### config.mk
export PLATFORM = sky130hd
export DESIGN_NAME = maxpool_unit
export DESIGN_NICKNAME = d
export VERILOG_FILES = /design/src/rtl/maxpool_unit.sv
export SDC_FILE = /design/constraint.sdc
export NUM_CORES = 1
export LEC_CHECK = 0
export BUFFER_PORTS_ARGS = -buffer_cell sky130_fd_sc_hd__buf_2
export CAP_MARGIN = 10
export CORE_UTILIZATION = 65
export CTS_BUF_LIST = sky130_fd_sc_hd__clkbuf_4
export DETAILED_ROUTE_END_ITERATION = 10
export PLACE_DENSITY = 0.95
export SYNTH_ARGS = -nofsm -noshare
export SYNTH_HDL_FRONTEND = slang
export SYNTH_SLANG_ARGS = --single-unit
### constraint.sdc
create_clock -name clk -period 5.7 [get_ports clk]
set_input_delay 0.285 -clock clk [delete_from_list [all_inputs] [get_ports clk]]
set_output_delay 0.285 -clock clk [all_outputs]
set_load 0.1 [all_outputs]
### src/rtl/maxpool_unit.sv
// maxpool_unit: streaming 2x2 / stride-2 max-pool over a raster pixel stream.
// Ports: clk, rst (async, active-high), clr (sync frame abort),
//   din_vld/din (input pixel), dout/dout_vld/dout_end (pooled pixel), busy.
module maxpool_unit #(
   parameter int N       = 8,
   parameter int IN_SIZE = 4
) (
   input  logic         clk,
   input  logic         rst,
   input  logic         clr,
   input  logic         din_vld,
   input  logic [N-1:0] din,
   output logic [N-1:0] dout,
   output logic         dout_vld,
   output logic         dout_end,
   output logic         busy
);

   localparam int OUT_SIZE = IN_SIZE / 2;
   localparam int CW = (IN_SIZE > 2) ? $clog2(IN_SIZE) : 1;
   localparam int LW = (OUT_SIZE > 1) ? $clog2(OUT_SIZE) : 1;
   localparam logic [CW-1:0] LAST  = CW'(IN_SIZE - 1);
   localparam logic [CW-1:0] PLAST = CW'(2 * OUT_SIZE - 1);
   // Odd sizes carry a trailing column/row that never forms a window.
   localparam bit ODD = (IN_SIZE % 2) == 1;

   logic [CW-1:0] col_q, col_d;
   logic [CW-1:0] row_q, row_d;
   logic [N-1:0]  hold_q, hold_d;
   logic [N-1:0]  dout_q, dout_d;
   logic          vld_q, vld_d;
   logic          end_q, end_d;
   logic          busy_q, busy_d;

   // Horizontal pair maxima of the most recent even row.
   logic [N-1:0]  linebuf [OUT_SIZE];

   logic          col_last;
   logic          row_last;
   logic          col_ok;
   logic          row_ok;
   logic [N-1:0]  hmax;
   logic [N-1:0]  lb_rd;
   logic [N-1:0]  win;
   logic [LW-1:0] lb_idx;
   logic          lb_we;

   always_comb begin
      col_last = (col_q == LAST);
      row_last = (row_q == LAST);
      col_ok   = !(ODD && col_last);
      row_ok   = !(ODD && row_last);
      hmax     = (din > hold_q) ? din : hold_q;
      lb_idx   = LW'(col_q >> 1);
      lb_rd    = linebuf[lb_idx];
      win      = (lb_rd > hmax) ? lb_rd : hmax;
   end

   always_comb begin
      col_d  = col_q;
      row_d  = row_q;
      hold_d = hold_q;
      dout_d = dout_q;
      vld_d  = 1'b0;
      end_d  = 1'b0;
      busy_d = busy_q;
      lb_we  = 1'b0;
      if (clr) begin
         // Abort wins over a coincident pixel, which is dropped.
         col_d  = '0;
         row_d  = '0;
         busy_d = 1'b0;
      end else if (din_vld) begin
         if (col_last) begin
            col_d = '0;
            row_d = row_last ? '0 : row_q + CW'(1);
         end else begin
            col_d = col_q + CW'(1);
         end
         busy_d = !(col_last && row_last);
         if (col_ok) begin
            if (!col_q[0]) begin
               hold_d = din;
            end else if (row_ok) begin
               if (!row_q[0]) begin
                  lb_we = 1'b1;
               end else begin
                  vld_d  = 1'b1;
                  dout_d = win;
                  end_d  = (col_q == PLAST) && (row_q == PLAST);
               end
            end
         end
      end
   end

   always_ff @(posedge clk or posedge rst) begin
      if (rst) begin
         col_q  <= '0;
         row_q  <= '0;
         hold_q <= '0;
         dout_q <= '0;
         vld_q  <= 1'b0;
         end_q  <= 1'b0;
         busy_q <= 1'b0;
      end else begin
         col_q  <= col_d;
         row_q  <= row_d;
         hold_q <= hold_d;
         dout_q <= dout_d;
         vld_q  <= vld_d;
         end_q  <= end_d;
         busy_q <= busy_d;
      end
   end

   // Always written on an even row before the odd row reads it.
   always_ff @(posedge clk) begin
      if (lb_we) begin
         linebuf[lb_idx] <= hmax;
      end
   end

   assign dout     = dout_q;
   assign dout_vld = vld_q;
   assign dout_end = end_q;
   assign busy     = busy_q;

endmodule
[Word level (Yosys, flattened, before mapping)]
Memory sizes are Yosys's and may differ from the RTL's.
Index checks and enable logic that the tools add are counted.
Storage, ports and cells
  memory bits (writable): 16
  memories kept: 1
  output and inout port bits: 11
  flip-flop bits (word level): 23
  logic and storage cells: 48
Operators by class
  mux-type cells: 25
  bitwise logic cells: 2
  reduce and logical (&&, ||, !) cells: 7
  $lt $le $gt $ge: 2
  equal/unequal tests: 2
  add/sub/neg operators: 2
Memory list
  linebuf: words 2, bits a word 8, rd ports 1, clocked after memory_dff 0, write ports 1, line 36  | logic [N-1:0] linebuf [OUT_SIZE];
Operator list (count)
  8-bit > comparator: 2
  1-bit two-way mux: 16
  8-bit two-way mux: 2
  2-bit two-way mux: 7
  2-bit by 1-bit adder with 2-bit output, second input constant: 2
  2-bit == test, second input constant: 2
  4-bit AND reduction: 1
  2-bit nonzero test: 2
  3-bit AND reduction: 1
  1-bit inverter: 2
  2-bit AND reduction: 1
  1-bit logical AND: 1
  1-bit logical NOT: 1

[Depth between registers and ports, before layout]
Gate-level depths: netlist of the first run.
  word-level depth: 6
  depth in mapped cells: 17
  gate-level depth less buffers: 15

[Worst setup path before layout of the first run]
No wires, ideal clock.
  path type: register -> register
  start: register hold_q[7]
  end: register dout_q[1] (netlist: dout[1])
  arrival: 3.039 ns
  stages on the path, launching flop included: 16
  setup slack: 2.594 ns
  setup time: 0.066 ns
  cell sequence: dfrtp_1 -> inv_1 -> ha_1 -> nand4_2 -> a211o_1 -> buf_6 -> a21bo_1 -> and2_1 -> ha_1 -> nand4_1 -> or2_1 -> a22oi_2 -> buf_4 -> o21ai_0 -> a31oi_1 -> a21o_1
On the way
  cells in the longest elaborated chain, start to end: 4
Ends and longest elaborated chain
  start, declared: line 29  | logic [N-1:0] hold_q, hold_d;
  start signal, assigned: line 109  | hold_q <= hold_d;
  8-bit > comparator: line 53  | hmax = (din > hold_q) ? din : hold_q;
  8-bit two-way mux *: line 53
  8-bit > comparator: line 56  | win = (lb_rd > hmax) ? lb_rd : hmax;
  8-bit two-way mux *: line 56
  end signal, assigned: line 110  | dout_q <= dout_d;
  end, declared: line 30  | logic [N-1:0] dout_q, dout_d;
Mark *: on every way between the ends. The rest lies on a longest branch, timed or not.
A chain may end at the register's enable or synchronous reset.

[Worst setup path after layout of the first run]
  start: register hold_q[7]
  end: register dout_q[4] (netlist: dout[4])
Same word-level chain as after synthesis.

==> flow_metrics.py, run 1 <==
metrics = {
    "global_route": {
        "grt.overflow.total": 0,
        "grt_max_degree": 24,
        "met1_usage_pct": 35.0,
        "track_usage_pct": 25.3,
        "antenna_found_initial": 0,
        "use_met3_pct": 3.93,
        "grt_pass1_vias": 1415,
        "met2_usage_pct": 40.0,
        "grt_pass1_wl_um": 6400,
        "grt.busiest_layer": "met2",
    },
    "clock_network": {
        "htree_levels": 2,
        "cts_hold_buf": 0,
        "clkSinkCount": 39,
        "post-cts-setup-buffer-count": 0,
        "path_clk_slew_ps": 110,
        "cts_tree": "yes",
        "cts_max_path_buffers": 2,
        "cts_buffers": 5,
        "ctsResizeCount": 0,
        "clk_latency_ps": 350,
        "clock_tree.root_cell": "clkbuf_4",
    },
    "setup_path": {
        "crit_arrival_ps": 3950,
        "cp_data_required_time_ps": 6000,
        "slowest_delay_ps": 510,
        "cp-start-kind": "flip-flop",
        "critPathMaxFanout": 16,
        "worstSetupPathType": "reg -> reg",
        "crit_top_cell": "ha_1",
        "end_kind": "flip-flop",
        "cp_cell_sequence": "inv_1 > ha_1 > nand4_2 > a211o_1 > a21bo_1 > and2_1 > ha_1 > nand4_1 > or2_1 > a22oi_2 > o21ai_0 > a31oi_1 > a21o_1",
        "crit_slowest_cell": "a22oi_2",
    },
    "sta": {
        "finalHoldViolations": 0,
        "whs_ps": 89.9,
        "timing.final.crit_share_pct": 64.1,
        "fin_worst_skew_ps": 4.43,
        "maxSlewHeadroom_pct": 22.1,
        "fin_ws_ps": 2050,
        "final.min_clock_period_ps": 3650,
        "worst_pin_slew_ps": 1170,
        "rsz0062_at_grt": "no",
        "tns_ps": 0,
        "setup_viol": 0,
        "maxSlewViolCount": 0,
        "fmaxAchievable_mhz": 274,
    },
    "layout": {
        "final_cell_count_no_fill": 267,
        "syn_to_final_growth_pct": 9.48,
        "fin_nets": 252,
        "drive_above_1_share_pct": 21.5,
        "antenna_cells": 0,
        "fin_util_pct": 75.9,
        "nFillCells": 241,
        "final_area_sq_um": 2360,
    },
    "drt": {
        "drt_iter0_markers": 44,
        "antenna_left": 0,
        "first_pass_iters": 4,
        "drc": 0,
        "wl_um": 3880,
        "via_per_inst": 5.75,
        "vias": 1534,
        "routedWlPerCell_um": 14.5,
    },
    "floorplanning": {
        "io_pins": 23,
        "die_y_um": 59.5,
        "die_area_sq_um": 3550,
        "initial_core_util_pct": 69.4,
        "coreArea_sq_um": 3100,
        "fp.dieW_um": 59.5,
        "num_rows": 20,
    },
    "status": {
        "status": "finished clean",
    },
    "power": {
        "fin_total_pwr_uw": 728,
        "leakage_nw": 1.15,
        "power_density_nw_per_um2": 309,
        "ir_drop_v": 0.000305,
    },
    "logic_synthesis": {
        "synth_seq_cells": 39,
        "synth.yosys.seq_area_share_pct": 49.1,
        "ys_warn_count": 0,
        "ys_types": 39,
        "synth.avg_cell_area_sq_um": 10.8,
        "syn_nets": 229,
        "synthesis.area_sq_um": 2150,
        "synth_cells": 199,
    },
    "place": {
        "dpl.cell_count": 259,
        "dp_slack_ps": 2110,
        "io_buffers": 22,
        "place.gp.congestion": 0.816,
        "dpl_cell_area_sq_um": 2280,
        "hpwl_um": 3030,
    },
    "job": {
        "drv_cap": 0,
    },
    "min_path": {
        "hold_class": "in -> async",
    },
}
## path summary, 6_finish.rpt
check / start / end / slack [ps] / depth (start not counted)
worst max-delay path: hold_q[7] / dout[4] / 2050 / 13
max in group asynchronous: rst / dout[7] / 5080 / 2
worst min register to register: dout[0] / dout[0] / 490 / 2
min in group clk: clr / busy / 150 / 2
worst min-delay path: rst / hold_q[1] / 90 / 2
worst max register to register: hold_q[7] / dout[4] / 2050 / 13
## cells in the final DEF (no fill, tap or decap), types with 2 or more instances in the layout
cell,instances
edfxtp_1,16
nor2_1,6
nand2_1,15
o21ai_0,16
a21bo_1,2
and2_1,5
nor2b_1,4
a21oi_1,8
nand4_1,3
clkbuf_4,5
buf_2,22
a21o_1,7
inv_1,19
dfrtp_1,23
mux2i_1,3
a21bo_2,5
nand3_1,10
a31oi_1,7
mux2_2,8
nor3_1,2
ha_1,18
## synthesized netlist by cell type
cell type  number  share of area [%]
nand4_1         3               0.87
a22oi_2         1               0.58
a21bo_1         2               0.93
nand2_1        15                2.6
nand3_2         1               0.47
o211ai_1        1               0.35
o21ai_1         1               0.23
and2_4          1               0.41
mux2_2          8                4.2
nand4_2         1               0.58
nor3_1          2               0.47
ha_1           18                 10
a21oi_1         8                1.9
o211a_1         1               0.47
nand3_1        10                2.3
a31oi_1         7                2.0
edfxtp_1       16                 22
o21ai_0        16                3.7
and3_1          1               0.29
buf_4           1               0.35
buf_2           3               0.70
buf_6           1               0.52
a211o_1         1               0.41
o21ai_2         1               0.41
clkbuf_1        1               0.17
nor2_1          6                1.0
a21o_1          7                2.4
mux2i_1         3                1.4
and2_1          5                1.5
or2_1           1               0.29
o221ai_1        1               0.41
nor3b_1         1               0.35
a311oi_1        1               0.41
and2b_1         1               0.35
dfrtp_1        23                 27
inv_1          19                3.3
nor2b_1         4                1.2
a21bo_2         5                2.3
o31ai_2         1               0.58
## area by class of cell
cell class,instances,area (sq um),area share [%]
clock buffers,5,37.5,1.59
clock inverters,3,38.8,1.65
inverters,19,71.3,3.03
multi-input cells,135,987,41.9
flip-flops and latches,39,1060,44.8
well taps,44,55.1,2.34
repair buffers,22,110,4.67
## sequential cells by signal, summed over array words and instances (netlist names)
register  count
row_q         2
dout_vld      1
col_q         2
hold_q        8
dout          8
linebuf      16
busy          1
dout_end      1
## worst max-delay path, delay by kind of cell (launching register included)
family	cells	cell delay (ps)
AOI/OAI and AO/OA	6	1780
adders and majority gates	2	640
buffers and inverters	1	60
DFF	1	380
and+or+nand+nor	4	720
## where the power goes
group          internal (mW)  switching, mW
clock                 0.0902         0.0894
combinational         0.0780          0.139
sequential             0.319         0.0130
total                  0.487          0.241
## metal layers
metal,part of all wire [%],up-vias
met5,0,-
li1,-,758
met2,49,38
met3,3.0,7
met1,46,731
met4,1.9,0
## kinds of logic (layout without fill, tap and decap cells)
group           count (synthesis)  in the layout  share of synthesized area, %
flops                          39             39                          49.1
compound gates                 54             54                          17.2
mux                            11             11                          5.58
buf+inv                        25             49                          5.06
simple gates                   52             52                          12.7
fa+ha+maj                      18             18                          10.5
(Power assumes the default switching activity.)
==> run 2, diff against run 1 <==
--- a/config.mk
+++ b/config.mk
@@ -7,10 +7,10 @@
 export LEC_CHECK = 0
 export BUFFER_PORTS_ARGS = -buffer_cell sky130_fd_sc_hd__buf_2
 export CAP_MARGIN = 10
-export CORE_UTILIZATION = 65
+export CORE_UTILIZATION = 55
 export CTS_BUF_LIST = sky130_fd_sc_hd__clkbuf_4
 export DETAILED_ROUTE_END_ITERATION = 10
-export PLACE_DENSITY = 0.95
+export PLACE_DENSITY = 0.89
 export SYNTH_ARGS = -nofsm -noshare
 export SYNTH_HDL_FRONTEND = slang
 export SYNTH_SLANG_ARGS = --single-unit
==> constraint.sdc (replaced) <==
create_clock -name clk -period 2.9 [get_ports clk]
set_input_delay 0.145 -clock clk [delete_from_list [all_inputs] [get_ports clk]]
set_output_delay 0.145 -clock clk [all_outputs]
set_load 0.1 [all_outputs]
==> run 2 against run 1 <==
Effect of this change:
- critical path type unchanged
- largest cell class is now multi-input gates
- sequential share of layout area shrank 7.6 points
- via count rose by 23%
- register-to-register slack lost 2600 ps
- setup slack lost 2600 ps
- fmax is 5.3% higher
- largest power group is now combinational cells
- die area rose by 18%
- first-iteration DRC count increased to 3.0 times the previous value
- the run now ends with setup timing left
- final cell count grew 18%
- hold slack worse by 78 ps
- total power grew 140%
==> flow_metrics.py, run 2 (synthesis gave the netlist of run 1 again) <==
metrics = {
    "status": {
        "status": "finished, violations left",
        "violations": "setup timing",
    },
    "clock_network": {
        "htree_levels": 2,
        "cts_tree": "yes",
        "clock_tree.root_cell": "clkbuf_4",
        "cts_buffers": 5,
        "clk_latency_ps": 370,
        "clkSinkCount": 39,
        "cts_max_path_buffers": 2,
        "path_clk_slew_ps": 130,
    },
    "setup_path": {
        "crit_slowest_cell": "dfrtp_1",
        "crit_top_cell": "buf_6",
        "cp-start-kind": "flip-flop",
        "slowest_delay_ps": 380,
        "startpoint": "hold_q[6]",
        "critPathMaxFanout": 6,
        "crit_arrival_ps": 3780,
        "worstSetupPathType": "reg -> reg",
        "end_kind": "flip-flop",
        "cp_data_required_time_ps": 3210,
        "cp_cell_sequence": "inv_1 > ha_1 > nand4_2 > nor2_2 > a211o_4 > buf_6 > a21bo_1 > and2_4 > ha_4 > nand4_1 > or2_1 > a22oi_2 > buf_6 > o21ai_1 > a31oi_1 > a21o_1",
        "r2r-start": "hold_q[6]",
    },
    "sta": {
        "finalHoldViolations": 0,
        "maxSlewViolCount": 0,
        "final.min_clock_period_ps": 3470,
        "fin_ws_ps": -570,
        "fmaxAchievable_mhz": 288,
        "timing.final.crit_share_pct": 120,
        "worst_pin_slew_ps": 939,
        "fin_worst_skew_ps": 16.7,
        "rsz0062_at_grt": "yes",
        "setup_viol": 8,
        "maxSlewHeadroom_pct": 37.3,
    },
    "drt": {
        "antenna_left": 0,
        "first_pass_iters": 4,
        "drc": 0,
        "wl_um": 5790,
        "via_per_inst": 5.96,
        "vias": 1884,
        "routedWlPerCell_um": 18.3,
        "drt_iter0_markers": 131,
    },
    "layout": {
        "fin_nets": 297,
        "syn_to_final_growth_pct": 31.9,
        "fin_util_pct": 76.4,
        "final-seq-area_sq_um": 1060,
        "largest_register_ffs": 16,
        "multi_input_area_sq_um": 1120,
        "antenna_cells": 0,
        "drive_above_1_share_pct": 41.4,
        "final_area_sq_um": 2840,
        "top_register": "linebuf",
        "final_common_cell": "buf_4",
        "nFillCells": 218,
        "final_cell_mix": "buf_4 (38), dfrtp_1 (23), buf_2 (23)",
        "final_cell_count_no_fill": 316,
    },
    "floorplanning": {
        "die_area_sq_um": 4170,
        "initial_core_util_pct": 57.9,
        "io_pins": 23,
        "fp.dieW_um": 64.6,
        "coreArea_sq_um": 3720,
        "die_y_um": 64.6,
        "num_rows": 22,
    },
    "min_path": {
        "hold_class": "in -> reg",
        "holdCritStartpoint": "din[0]",
    },
    "power": {
        "power_density_nw_per_um2": 611,
        "clkPwrFrac_pct": 21.3,
        "leakage_nw": 1.38,
        "switching_power_uw": 602,
        "ir_drop_v": 0.000538,
        "pwr-share-seq_pct": 37.6,
        "p_int_mw": 1.13,
        "swShare_pct": 34.8,
        "combPwrFrac_pct": 41.1,
    },
    "global_route": {
        "grt.overflow.total": 0,
        "antenna_found_initial": 0,
        "track_usage_pct": 28.9,
        "grt_max_degree": 24,
        "grt_pass1_wl_um": 8980,
        "grt_pass1_vias": 1889,
    },
    "place": {
        "dpl_cell_area_sq_um": 2560,
        "place.gp.congestion": 0.866,
        "hpwl_um": 3310,
        "io_buffers": 22,
        "dpl.cell_count": 296,
    },
    "job": {
        "drv_cap": 0,
    },
}
[run 2: cell types whose count changed in the layout (fill, tap and decap cells not counted), moves of 3 or more]
cell,before,now
ha_1,18,13
and2_4,1,4
ha_4,0,5
o21ai_2,1,6
o21ai_0,16,9
buf_6,0,3
buf_4,0,38
and2_1,5,2
[run 2: final cells by class]
class / instances / share of cell area (%)
clock buffer: 5 / 1.32
clock inverter: 3 / 1.37
inverter: 19 / 2.51
multi-input combinational: 136 / 39.5
sequential: 39 / 37.2
tap: 48 / 2.12
timing repair buffer: 66 / 16.0
[run 2: metal layers]
metal  global-route usage (%)  vias to the layer above  wire length [um]
li1                         -                      856                 -
met1                     35.9                      905              2400
met2                     48.8                      113              2890
met3                     6.34                       10               392
met4                     11.9                        0               103
met5                        0                        -                 0
[run 2: path summary, 6_finish.rpt]
path | end | slack, ps | depth (start not counted)
max reg2reg | dout[3] | -570 | 16
max | dout[3] | -570 | 16
min reg2reg | dout[7] | 490 | 1
max in group asynchronous | dout[7] | 1790 | 3
min in group asynchronous | row_q[1] | 520 | 3
min | hold_q[0] | 10 | 2
[run 2: power groups by stage]
stage	Clock, mW	Combinational, mW	Sequential (mW)
finish	0.370	0.711	0.652
global route	0.387	0.767	0.655
CTS	0.359	0.623	0.650
detailed placement	0	0.569	0.661
global placement	0	0.542	0.659
floorplan	0	0.329	0.700
[run 2: worst max-delay path, delay by kind of cell (launching register included)]
kind | cells | cell delay [ps]
AOI/OAI and AO/OA | 6 | 1300
adders and majority gates | 2 | 570
buffers and inverters | 3 | 360
DFF | 1 | 380
and+or+nand+nor | 5 | 800
[run 2: through the flow]
| stage | total power [mW] | hold WS (ps) | TNS [ps] | worst slack [ps] |
|---|---|---|---|---|
| 2_1_floorplan | 1.03 | 147 | -562 | -88.8 |
| 3_3_place_gp | 1.20 | 361 | -2660 | -394 |
| 3_5_place_dp | 1.23 | 383 | -3120 | -446 |
| 4_1_cts | 1.63 | 22.0 | -2570 | -353 |
| 5_1_grt | 1.81 | 25.7 | -4630 | -659 |
| 6_report | 1.73 | 11.7 | -3960 | -570 |
[run 2: repair_timing]
item,CTS,global route
buffers inserted,5,3
endpoints found under the setup margin,8,8
gates cloned,2,0
pin swaps,10,9
hold endpoints to repair,15,0
resized for setup,10,16
hold buffers,2,0
